File: config.mk
export PLATFORM = sky130hd
export DESIGN_NAME = jtframe_ps2_joykeys
export DESIGN_NICKNAME = d
export VERILOG_FILES = /design/src/rtl/jtframe_ps2_joykeys.sv
export SDC_FILE = /design/constraint.sdc
export NUM_CORES = 1
export LEC_CHECK = 0
export BUFFER_PORTS_ARGS = -buffer_cell sky130_fd_sc_hd__buf_2
export CORE_MARGIN = 2
export CORE_UTILIZATION = 60
export CTS_CLUSTER_SIZE = 20
export DETAILED_ROUTE_END_ITERATION = 10
export PLACE_DENSITY = 0.8
export SETUP_SLACK_MARGIN = 0.02
export SLEW_MARGIN = 20
export SYNTH_ARGS = -nofsm -noshare
export SYNTH_HDL_FRONTEND = slang
export SYNTH_SLANG_ARGS = --single-unit
File: constraint.sdc
create_clock -name clk -period 7.25 [get_ports clk]
set_clock_uncertainty 0.15 [all_clocks]
set_input_delay 0.3625 -clock clk [delete_from_list [all_inputs] [get_ports clk]]
set_output_delay 0.3625 -clock clk [all_outputs]
set_load 0.02 [all_outputs]
File: src/rtl/jtframe_ps2_joykeys.sv
// jtframe_ps2_joykeys
// PS/2 keyboard receiver plus arcade key mapper for up to four players.
// The raw pins are synchronised and glitch-filtered. Frames are deserialised
// with parity, stop-bit and timeout checks. The E0, F0 and E1 prefixes are
// tracked, and the scan codes drive level-per-key outputs.
//
// Ports (W = 4+BUTTONS):
//   clk, rst            system clock, synchronous active-high reset
//   ps2_clk, ps2_data   raw asynchronous PS/2 pins
//   key_joy             player p at [p*W +: W]: R,L,D,U, buttons 1..BUTTONS
//   key_start/key_coin  one bit per player
//   key_service/reset/pause, key_gfx[3:0]  system and debug keys
//   ev_valid/ev_code/ev_make  one strobe per completed scan code, {ext,code}
//   frame_err           one-cycle strobe on a parity, stop or timeout error
module jtframe_ps2_joykeys #(
    parameter int NPLAYERS = 2,
    parameter int BUTTONS  = 4,
    parameter int FILTER   = 4,
    parameter int TIMEOUT  = 60000
) (
    input  logic                              clk,
    input  logic                              rst,
    input  logic                              ps2_clk,
    input  logic                              ps2_data,
    output logic [NPLAYERS*(4+BUTTONS)-1:0]   key_joy,
    output logic [NPLAYERS-1:0]               key_start,
    output logic [NPLAYERS-1:0]               key_coin,
    output logic                              key_service,
    output logic                              key_reset,
    output logic                              key_pause,
    output logic [3:0]                        key_gfx,
    output logic                              ev_valid,
    output logic [8:0]                        ev_code,
    output logic                              ev_make,
    output logic                              frame_err
);
    localparam int W  = 4 + BUTTONS;
    localparam int TW = $clog2(TIMEOUT + 1);

    // Rows are players. Columns are R, L, D, U, then buttons 1..6. Bit 8 marks E0 codes.
    localparam logic [8:0] JOY_MAP [4][10] = '{
        '{9'h174, 9'h16B, 9'h172, 9'h175, 9'h014, 9'h011, 9'h029, 9'h012, 9'h01A, 9'h022},
        '{9'h034, 9'h023, 9'h02B, 9'h02D, 9'h01C, 9'h01B, 9'h015, 9'h01D, 9'h024, 9'h02C},
        '{9'h04B, 9'h03B, 9'h042, 9'h043, 9'h03A, 9'h031, 9'h033, 9'h035, 9'h03C, 9'h044},
        '{9'h074, 9'h06B, 9'h072, 9'h075, 9'h070, 9'h071, 9'h073, 9'h079, 9'h15A, 9'h069}
    };
    localparam logic [8:0] START_MAP [4] = '{9'h016, 9'h01E, 9'h026, 9'h025};
    localparam logic [8:0] COIN_MAP  [4] = '{9'h02E, 9'h036, 9'h03D, 9'h03E};
    localparam logic [8:0] GFX_MAP   [4] = '{9'h083, 9'h00A, 9'h001, 9'h009};

    // ---------------- synchroniser and clock filter ----------------
    logic       clk_s1_reg, clk_s2_reg, dat_s1_reg, dat_s2_reg;
    logic       filt_reg;
    logic [3:0] flt_cnt_reg;
    logic       flt_toggle, fall;

    // The filtered clock flips on the FILTER-th consecutive differing sample.
    assign flt_toggle = (clk_s2_reg != filt_reg) && (flt_cnt_reg == 4'(FILTER - 1));
    assign fall       = flt_toggle && filt_reg;

    always_ff @(posedge clk) begin
        if (rst) begin
            clk_s1_reg  <= 1'b1;
            clk_s2_reg  <= 1'b1;
            dat_s1_reg  <= 1'b1;
            dat_s2_reg  <= 1'b1;
            filt_reg    <= 1'b1;
            flt_cnt_reg <= 4'd0;
        end else begin
            clk_s1_reg <= ps2_clk;
            clk_s2_reg <= clk_s1_reg;
            dat_s1_reg <= ps2_data;
            dat_s2_reg <= dat_s1_reg;
            if (clk_s2_reg != filt_reg) begin
                if (flt_toggle) begin
                    filt_reg    <= ~filt_reg;
                    flt_cnt_reg <= 4'd0;
                end else begin
                    flt_cnt_reg <= flt_cnt_reg + 4'd1;
                end
            end else begin
                flt_cnt_reg <= 4'd0;
            end
        end
    end

    // ---------------- frame receiver ----------------
    typedef enum logic [1:0] {ST_IDLE, ST_DATA, ST_PARITY, ST_STOP} state_t;
    state_t          state_reg;
    logic [2:0]      bit_cnt_reg;
    logic [7:0]      shift_reg;
    logic            par_reg;
    logic [TW-1:0]   tout_reg;
    logic            timed_out, stop_fall, frame_ok, byte_stb, err_stb;

    assign timed_out = (state_reg != ST_IDLE) && (tout_reg == TW'(TIMEOUT));
    assign stop_fall = fall && (state_reg == ST_STOP) && !timed_out;
    assign frame_ok  = dat_s2_reg && (^{shift_reg, par_reg});
    assign byte_stb  = stop_fall && frame_ok;
    assign err_stb   = timed_out || (stop_fall && !frame_ok);

    always_ff @(posedge clk) begin
        if (rst) begin
            state_reg   <= ST_IDLE;
            bit_cnt_reg <= 3'd0;
            shift_reg   <= 8'd0;
            par_reg     <= 1'b0;
            tout_reg    <= '0;
        end else begin
            // Saturates, so an idle line never produces a spurious timeout.
            if (fall)
                tout_reg <= '0;
            else if (tout_reg != TW'(TIMEOUT))
                tout_reg <= tout_reg + 1'b1;

            if (timed_out) begin
                state_reg <= ST_IDLE;
            end else if (fall) begin
                case (state_reg)
                    ST_IDLE: begin
                        if (!dat_s2_reg) begin
                            state_reg   <= ST_DATA;
                            bit_cnt_reg <= 3'd0;
                        end
                    end
                    ST_DATA: begin
                        shift_reg   <= {dat_s2_reg, shift_reg[7:1]};
                        bit_cnt_reg <= bit_cnt_reg + 3'd1;
                        if (bit_cnt_reg == 3'd7)
                            state_reg <= ST_PARITY;
                    end
                    ST_PARITY: begin
                        par_reg   <= dat_s2_reg;
                        state_reg <= ST_STOP;
                    end
                    default: state_reg <= ST_IDLE;
                endcase
            end
        end
    end

    // ---------------- scan-code decoder ----------------
    logic       ext_reg, rel_reg;
    logic [2:0] skip_reg;
    logic [8:0] code9;
    logic       in_skip, is_prefix, is_fake, key_stb, key_lvl;

    assign code9     = {ext_reg, shift_reg};
    assign in_skip   = (skip_reg != 3'd0);
    assign is_prefix = (shift_reg == 8'hE0) || (shift_reg == 8'hF0) || (shift_reg == 8'hE1);
    // E0 12 / E0 59 are shift codes the keyboard injects around navigation keys.
    assign is_fake   = (code9 == 9'h112) || (code9 == 9'h159);
    assign key_stb   = byte_stb && !in_skip && !is_prefix && !is_fake;
    assign key_lvl   = !rel_reg;

    logic       ev_valid_reg, ev_make_reg, frame_err_reg;
    logic [8:0] ev_code_reg;
    logic       service_reg, reset_reg, pause_reg;
    logic [3:0] gfx_reg;

    always_ff @(posedge clk) begin
        if (rst) begin
            ext_reg       <= 1'b0;
            rel_reg       <= 1'b0;
            skip_reg      <= 3'd0;
            ev_valid_reg  <= 1'b0;
            ev_code_reg   <= 9'd0;
            ev_make_reg   <= 1'b0;
            frame_err_reg <= 1'b0;
            service_reg   <= 1'b0;
            reset_reg     <= 1'b0;
            pause_reg     <= 1'b0;
            gfx_reg       <= 4'd0;
        end else begin
            ev_valid_reg  <= 1'b0;
            frame_err_reg <= 1'b0;
            if (err_stb) begin
                frame_err_reg <= 1'b1;
                ext_reg       <= 1'b0;
                rel_reg       <= 1'b0;
                skip_reg      <= 3'd0;
            end else if (byte_stb) begin
                if (in_skip) begin
                    // The Pause key sends E1 and then seven fixed bytes, reported as one event.
                    skip_reg <= skip_reg - 3'd1;
                    if (skip_reg == 3'd1) begin
                        ev_valid_reg <= 1'b1;
                        ev_code_reg  <= 9'h1E1;
                        ev_make_reg  <= 1'b1;
                    end
                end else if (shift_reg == 8'hE0) begin
                    ext_reg <= 1'b1;
                end else if (shift_reg == 8'hF0) begin
                    rel_reg <= 1'b1;
                end else if (shift_reg == 8'hE1) begin
                    skip_reg <= 3'd7;
                    ext_reg  <= 1'b0;
                    rel_reg  <= 1'b0;
                end else begin
                    ext_reg <= 1'b0;
                    rel_reg <= 1'b0;
                    if (!is_fake) begin
                        ev_valid_reg <= 1'b1;
                        ev_code_reg  <= code9;
                        ev_make_reg  <= !rel_reg;
                    end
                end
            end
            if (key_stb) begin
                case (code9)
                    9'h046:  service_reg <= key_lvl;
                    9'h004:  reset_reg   <= key_lvl;
                    9'h04D:  pause_reg   <= key_lvl;
                    default: ;
                endcase
                for (int i = 0; i < 4; i++)
                    if (code9 == GFX_MAP[i]) gfx_reg[i] <= key_lvl;
            end
        end
    end

    // ---------------- per-player key levels ----------------
    genvar gi;
    generate
        for (gi = 0; gi < NPLAYERS; gi++) begin : g_player
            logic [W-1:0] joy_reg;
            logic         start_reg, coin_reg;

            always_ff @(posedge clk) begin
                if (rst) begin
                    joy_reg   <= '0;
                    start_reg <= 1'b0;
                    coin_reg  <= 1'b0;
                end else if (key_stb) begin
                    for (int b = 0; b < W; b++)
                        if (code9 == JOY_MAP[gi][b]) joy_reg[b] <= key_lvl;
                    if (code9 == START_MAP[gi]) start_reg <= key_lvl;
                    if (code9 == COIN_MAP[gi])  coin_reg  <= key_lvl;
                end
            end

            assign key_joy[gi*W +: W] = joy_reg;
            assign key_start[gi]      = start_reg;
            assign key_coin[gi]       = coin_reg;
        end
    endgenerate

    assign key_service = service_reg;
    assign key_reset   = reset_reg;
    assign key_pause   = pause_reg;
    assign key_gfx     = gfx_reg;
    assign ev_valid    = ev_valid_reg;
    assign ev_code     = ev_code_reg;
    assign ev_make     = ev_make_reg;
    assign frame_err   = frame_err_reg;

endmodule

# Word level (Yosys, flattened, before mapping)
# Index checks and enable logic that the tools add are counted.
# word_totals
in_bits	4
regBits	83
out_inout_bits	39
elab_cells	204
# classes
reduce_logical	68
mux	31
add_sub_neg	4
eq_ne	49
bitwise_logic	7
# op_table
cell	count
9-bit by 5-bit equality test with 1-bit output, second input constant	9
9-bit by 6-bit equality test with 1-bit output, second input constant	7
2-bit AND reduction	28
9-bit equality test, second input constant	6
9-bit 2-to-1 mux	6
8-bit equality test, second input constant	3
9-bit by 4-bit equality test with 1-bit output, second input constant	2
9-bit by 7-bit equality test with 1-bit output, second input constant	2
16-bit by 1-bit adder with 16-bit output, second input constant	1
16-bit equality test, second input constant	1
1-bit 2-to-1 mux	16
16-bit != test, second input constant	1
3-bit 2-to-1 mux	5
3-bit AND reduction	5
2-bit != test, second input constant	7
1-bit logical AND	11
9-bit by 1-bit equality test with 1-bit output, second input constant	1
9-bit by 3-bit equality test with 1-bit output, second input constant	1
9-bit by 8-bit equality test with 1-bit output, second input constant	1
9-bit parity	1
4-bit AND reduction	2
1-bit inverter	7
7-bit AND reduction	1
1-bit logical NOT	6
other kinds (19)	29

# Logic depth before layout (Yosys ltp)
# logic_depth
ltp_word	10
mapped_depth	10

# Least setup slack after synthesis
# No wires, ideal clock.
# synth_timing
path_kind	reg-to-reg
start	register state_reg[0]
end	register ev_code_reg[0] (netlist: ev_code[0])
stages_incl_launch_ff	8
period_less_slack_ns	2.379
slack_ns	4.871
required_time_ns	6.981
arrival_time_ns	2.110
path_cell_list	dfxtp_1 -> inv_1 -> ha_1 -> or4b_1 -> nor4_4 -> nand3b_2 -> nor3_4 -> o221a_2
# synth_between
elab_chain_len	8
# synth_rtl
element	line	rtl
start, declared	89	state_t state_reg;
start signal, assigned	104	state_reg <= ST_IDLE;
start signal, assigned	117	state_reg <= ST_IDLE;
start signal, assigned	122	state_reg <= ST_DATA;
2-bit nonzero test	96	assign timed_out = (state_reg != ST_IDLE) && (tout_reg == TW'(TIMEOUT));
1-bit logical AND	96	
1-bit logical NOT	97	assign stop_fall = fall && (state_reg == ST_STOP) && !timed_out;
1-bit logical AND	97	
1-bit logical AND	100	assign err_stb = timed_out || (stop_fall && !frame_ok);
1-bit logical OR	100	
1-bit inverter (no source line)	--	
7-bit AND reduction (no source line) (*)	--	
end signal, assigned	204	ev_code_reg <= code9;
end, declared	157	logic [8:0] ev_code_reg;
# Mark *: on every way between the ends. The rest lies on a longest branch, timed or not.
# A chain may end at the register's enable or synchronous reset.

# Worst setup path in the final report
# layout_timing
start	register shift_reg[2]
end	register g_player[1].coin_reg
# layout_between
elab_chain_len	7
# layout_rtl
element	line	rtl
start, declared	91	logic [7:0] shift_reg;
start signal, assigned	127	shift_reg <= {dat_s2_reg, shift_reg[7:1]};
8-bit equality test or 9-bit parity (tied branches)	150, 98	
1-bit logical OR or 1-bit logical AND (tied branches)	150, 98	
1-bit logical OR or 1-bit logical AND (tied branches)	150, 99	
1-bit logical NOT or 1-bit logical AND (tied branches)	153	assign key_stb = byte_stb && !in_skip && !is_prefix && !is_fake;
1-bit logical AND (2 in series)	153	
2-bit AND reduction (no source line) (*)	--	
end signal, assigned	238	if (code9 == COIN_MAP[gi]) coin_reg <= key_lvl;
end, declared	227	logic start_reg, coin_reg;
# Marks and branches as above.

==> run_results.csv <==
group,metric,value,unit
run_status,status,"finished clean",
worst_setup_path,worstPathMaxFanout,23,
worst_setup_path,cp.required,7.30,ns
drt,drt_drc_violations_left,0,
worst_setup_path,cpMaxStageDelayCell,"sky130_fd_sc_hd__and3_1",
floorplanning,fp-row-count,30,
layout,final_layout_size_suffix_gt1_frac,0.1684,
sta,timing.setup.tns,0,ns
synth,syn_inst_count,461,
global_route,grt_first_pass_wirelength,14.59,mm
floorplanning,die_area,0.007579,mm2
drt,vias,3304,
synth,ys_seq_area_frac,0.4015,
global_route,gr_usage_total,0.2417,
floorplanning,die_height,87.06,um
sta,setup_viol,0,
global_route,number_of_global_route_vias_before_repair,3036,
cts,cts_hold_repair_buffers,0,
power,p_switching,175.7,uW
power,p_total,807.1,uW
layout,count_of_inserted_antenna_diode_cells,0,
drt,routed_via_density,5.827,
sta,postLayoutSetupSlackWorst,4.184,ns
synth,postSynth.topFlopCell,"sky130_fd_sc_hd__dfxtp_1",
drt,postRouteAntennaNets,0,
cts,clkSinkCount,83,
global_route,grt_max_degree,27,
cts,clock_latency,0.35,ns
worst_setup_path,setup.worst_path.end_class,"register",
cts,htreeDepth,3,
sta,setup_repair_after_global_routing_missed_its_margin,"no",
placed_design,pre_cts_slack,4.242,ns
flow_run,cap_viol_max_count,0,
cts,cts_tree,"done",
placed_design,place.gp.congestion,0.9123,
floorplanning,core_area,0.006719,mm2
sta,timing.slew.headroom,0.4368,
sta,timing_hold_violations_final,0,
cts,clock-root-buffer,"sky130_fd_sc_hd__clkbuf_8",
power,share_seq_of_total_power,0.571,
cts,inserted_clock_buffers,9,
placed_design,hpwlAfterDp,6.205,mm
worst_setup_path,crit_family,"simple AND/OR/NAND/NOR gates",
layout,layout-area-overhead-vs-synth,8.434,%
sta,slew_viol_final,0,
hold_path,worst_hold_path_type,"primary input to register",
power,pwr-share-comb,0.022,
power,worst_vdd_rail_ir_drop,110.0,uV
layout,fin_util,0.6680,
power,power-per-cell-area,179.8,mW/mm2
synth,synth.net_count,477,
drt,average_wire_per_standard_cell,15.37,um
sta,final.period_utilization,0.4229,
sta,timing.final.crit_period,3.066,ns
drt,drt_first_pass_iters,5,
synth,post_synth_edffs,0,
placed_design,placement.cell_area,0.004293,mm2
power,sw_frac_of_total,0.2177,
power,internal-power,631.4,uW
synth,post_synth_arst_share,0,
drt,drt_iter0_drc,215,
synth,syn-cell-area,0.004139,mm2
drt,totalWireLength,8.717,mm
synth,synth-warning-count,0,
worst_setup_path,cp_data_arrival_time,3.12,ns
worst_setup_path,crit_path_start_kind,"register",
worst_setup_path,critical_path.max_stage_delay,0.69,ns
cts,postCtsSetupRepairBufs,0,
global_route,grt_overflow_total,0,
layout,finish.instance_area,0.004488,mm2
global_route,number_of_antenna_violations_at_the_first_check_in_global_routing,0,
cts,cts_repair_resize_count,0,
cts,clk_pin_slew,0.08,ns
synth,synth.ff_latch_count,83,
synth,synthesis.area_per_instance,8.978,um2
floorplanning,ioPinCount,43,
floorplanning,initial_utilization,0.6160,
floorplanning,die_width,87.06,um
worst_setup_path,timing.setup.critical_path_class,"register to register",
power,clockPowerShare,0.407,
placed_design,io_buffer_count,42,
cts,clock_tree.buffer_depth,2,
power,power_leakage,1.930,nW
sta,tightest_slew,0.8427,ns
synth,yosys.cell_types.count,62,
worst_setup_path,worstPathBufferInverterCount,0,
sta,peak_clock_frequency_supported_by_timing,0.3261,GHz
layout,nNetsFinal,498,
worst_setup_path,cp_cell_sequence,"xnor2_1, xnor3_1, xnor2_4, and3_1, nand4_1, mux2i_1",
==> power by group through the flow <==
stage | logic (mW) | clock network (mW) | registers [mW]
floorplan | 0.0135 | 0 | 0.471
global placement | 0.0174 | 0 | 0.471
detailed placement | 0.0176 | 0 | 0.471
CTS | 0.0178 | 0.333 | 0.461
global route | 0.0200 | 0.354 | 0.461
finish | 0.0178 | 0.329 | 0.461
==> cells in the final DEF, fill, tap and decap left out, drive strengths merged, types with 13 or more instances in the layout <==
cell,Yosys,layout
mux2i,37,37
buf,13,43
nor2,47,47
xnor2,13,13
dfxtp,83,83
inv,13,13
nand3,23,23
nand2,57,57
nand4,15,15
==> cells in the mapped netlist, types with 6 or more instances <==
cell type	number	area [um2]
sky130_fd_sc_hd__nand4_1	15	93.84
sky130_fd_sc_hd__buf_4	7	52.55
sky130_fd_sc_hd__nor2_1	47	176.4
sky130_fd_sc_hd__xor2_1	10	87.58
sky130_fd_sc_hd__mux2i_1	37	370.4
sky130_fd_sc_hd__dfxtp_1	83	1662
sky130_fd_sc_hd__xnor2_1	12	105.1
sky130_fd_sc_hd__nand3_1	22	110.1
sky130_fd_sc_hd__nor3_1	11	55.05
sky130_fd_sc_hd__and3_1	11	68.82
sky130_fd_sc_hd__o221a_2	6	67.56
sky130_fd_sc_hd__nand2_1	55	206.5
sky130_fd_sc_hd__clkbuf_1	19	71.32
sky130_fd_sc_hd__ha_1	12	150.1
sky130_fd_sc_hd__nor2b_1	8	50.05
sky130_fd_sc_hd__inv_1	13	48.80
sky130_fd_sc_hd__nor4_1	7	43.79
sky130_fd_sc_hd__a21oi_1	11	55.05
==> worst register-to-register path: cells and delay by family, from the launching register on <==
kind / cells / cell delay, ns
muxes: 1 / 0.19
xor gates and xnor gates: 3 / 0.93
DFF: 1 / 0.64
and+or+nand+nor: 2 / 1.01
==> final cells by class <==
class | instances | area [um2]
clock buffer | 12 | 145.1
clock inverter | 4 | 50.05
fill | 540 | 2231
inverter | 13 | 48.80
multi-input combinational | 332 | 2265
sequential | 83 | 1662
tap | 80 | 100.1
timing repair buffer | 43 | 217.7
==> metrics by stage <==
stage	hold slack, ns	cells
2_1_floorplan	0.2395	461
3_3_place_gp	0.2465	551
3_5_place_dp	0.2439	551
4_1_cts	0.04627	567
5_1_grt	0.05123	567
6_report	0.04951	567
==> final timing paths <==
| path | startpoint | end | slack [ns] | depth (start not counted) |
|---|---|---|---|---|
| worst min register to register | clk_s1_reg | clk_s2_reg | 0.26 | 1 |
| worst min-delay path | ps2_data | dat_s1_reg | 0.05 | 2 |
| worst max register to register | shift_reg[2] | g_player[1].coin_reg | 4.18 | 6 |
| worst max-delay path | shift_reg[2] | g_player[1].coin_reg | 4.18 | 6 |
==> logic make-up after synthesis <==
logic type	synth area share
multiplexers	0.08948
XOR/XNOR	0.05865
AND/OR/NAND/NOR	0.2860
AO/OA/AOI/OAI	0.07678
buffers and inverters	0.05139
flip-flops	0.4015
adder cells (fa/ha/maj)	0.03627
==> per-layer routing <==
layer | wire length, um | vias to the layer above | GRT usage
met1 | 4075 | 1525 | 0.3367
met2 | 3925 | 106 | 0.3664
li1 | - | 1653 | -
met4 | 184 | 0 | 0.09517
met3 | 532 | 20 | 0.05024
met5 | 0 | - | 0
Power figures use the tool's default switching activity.
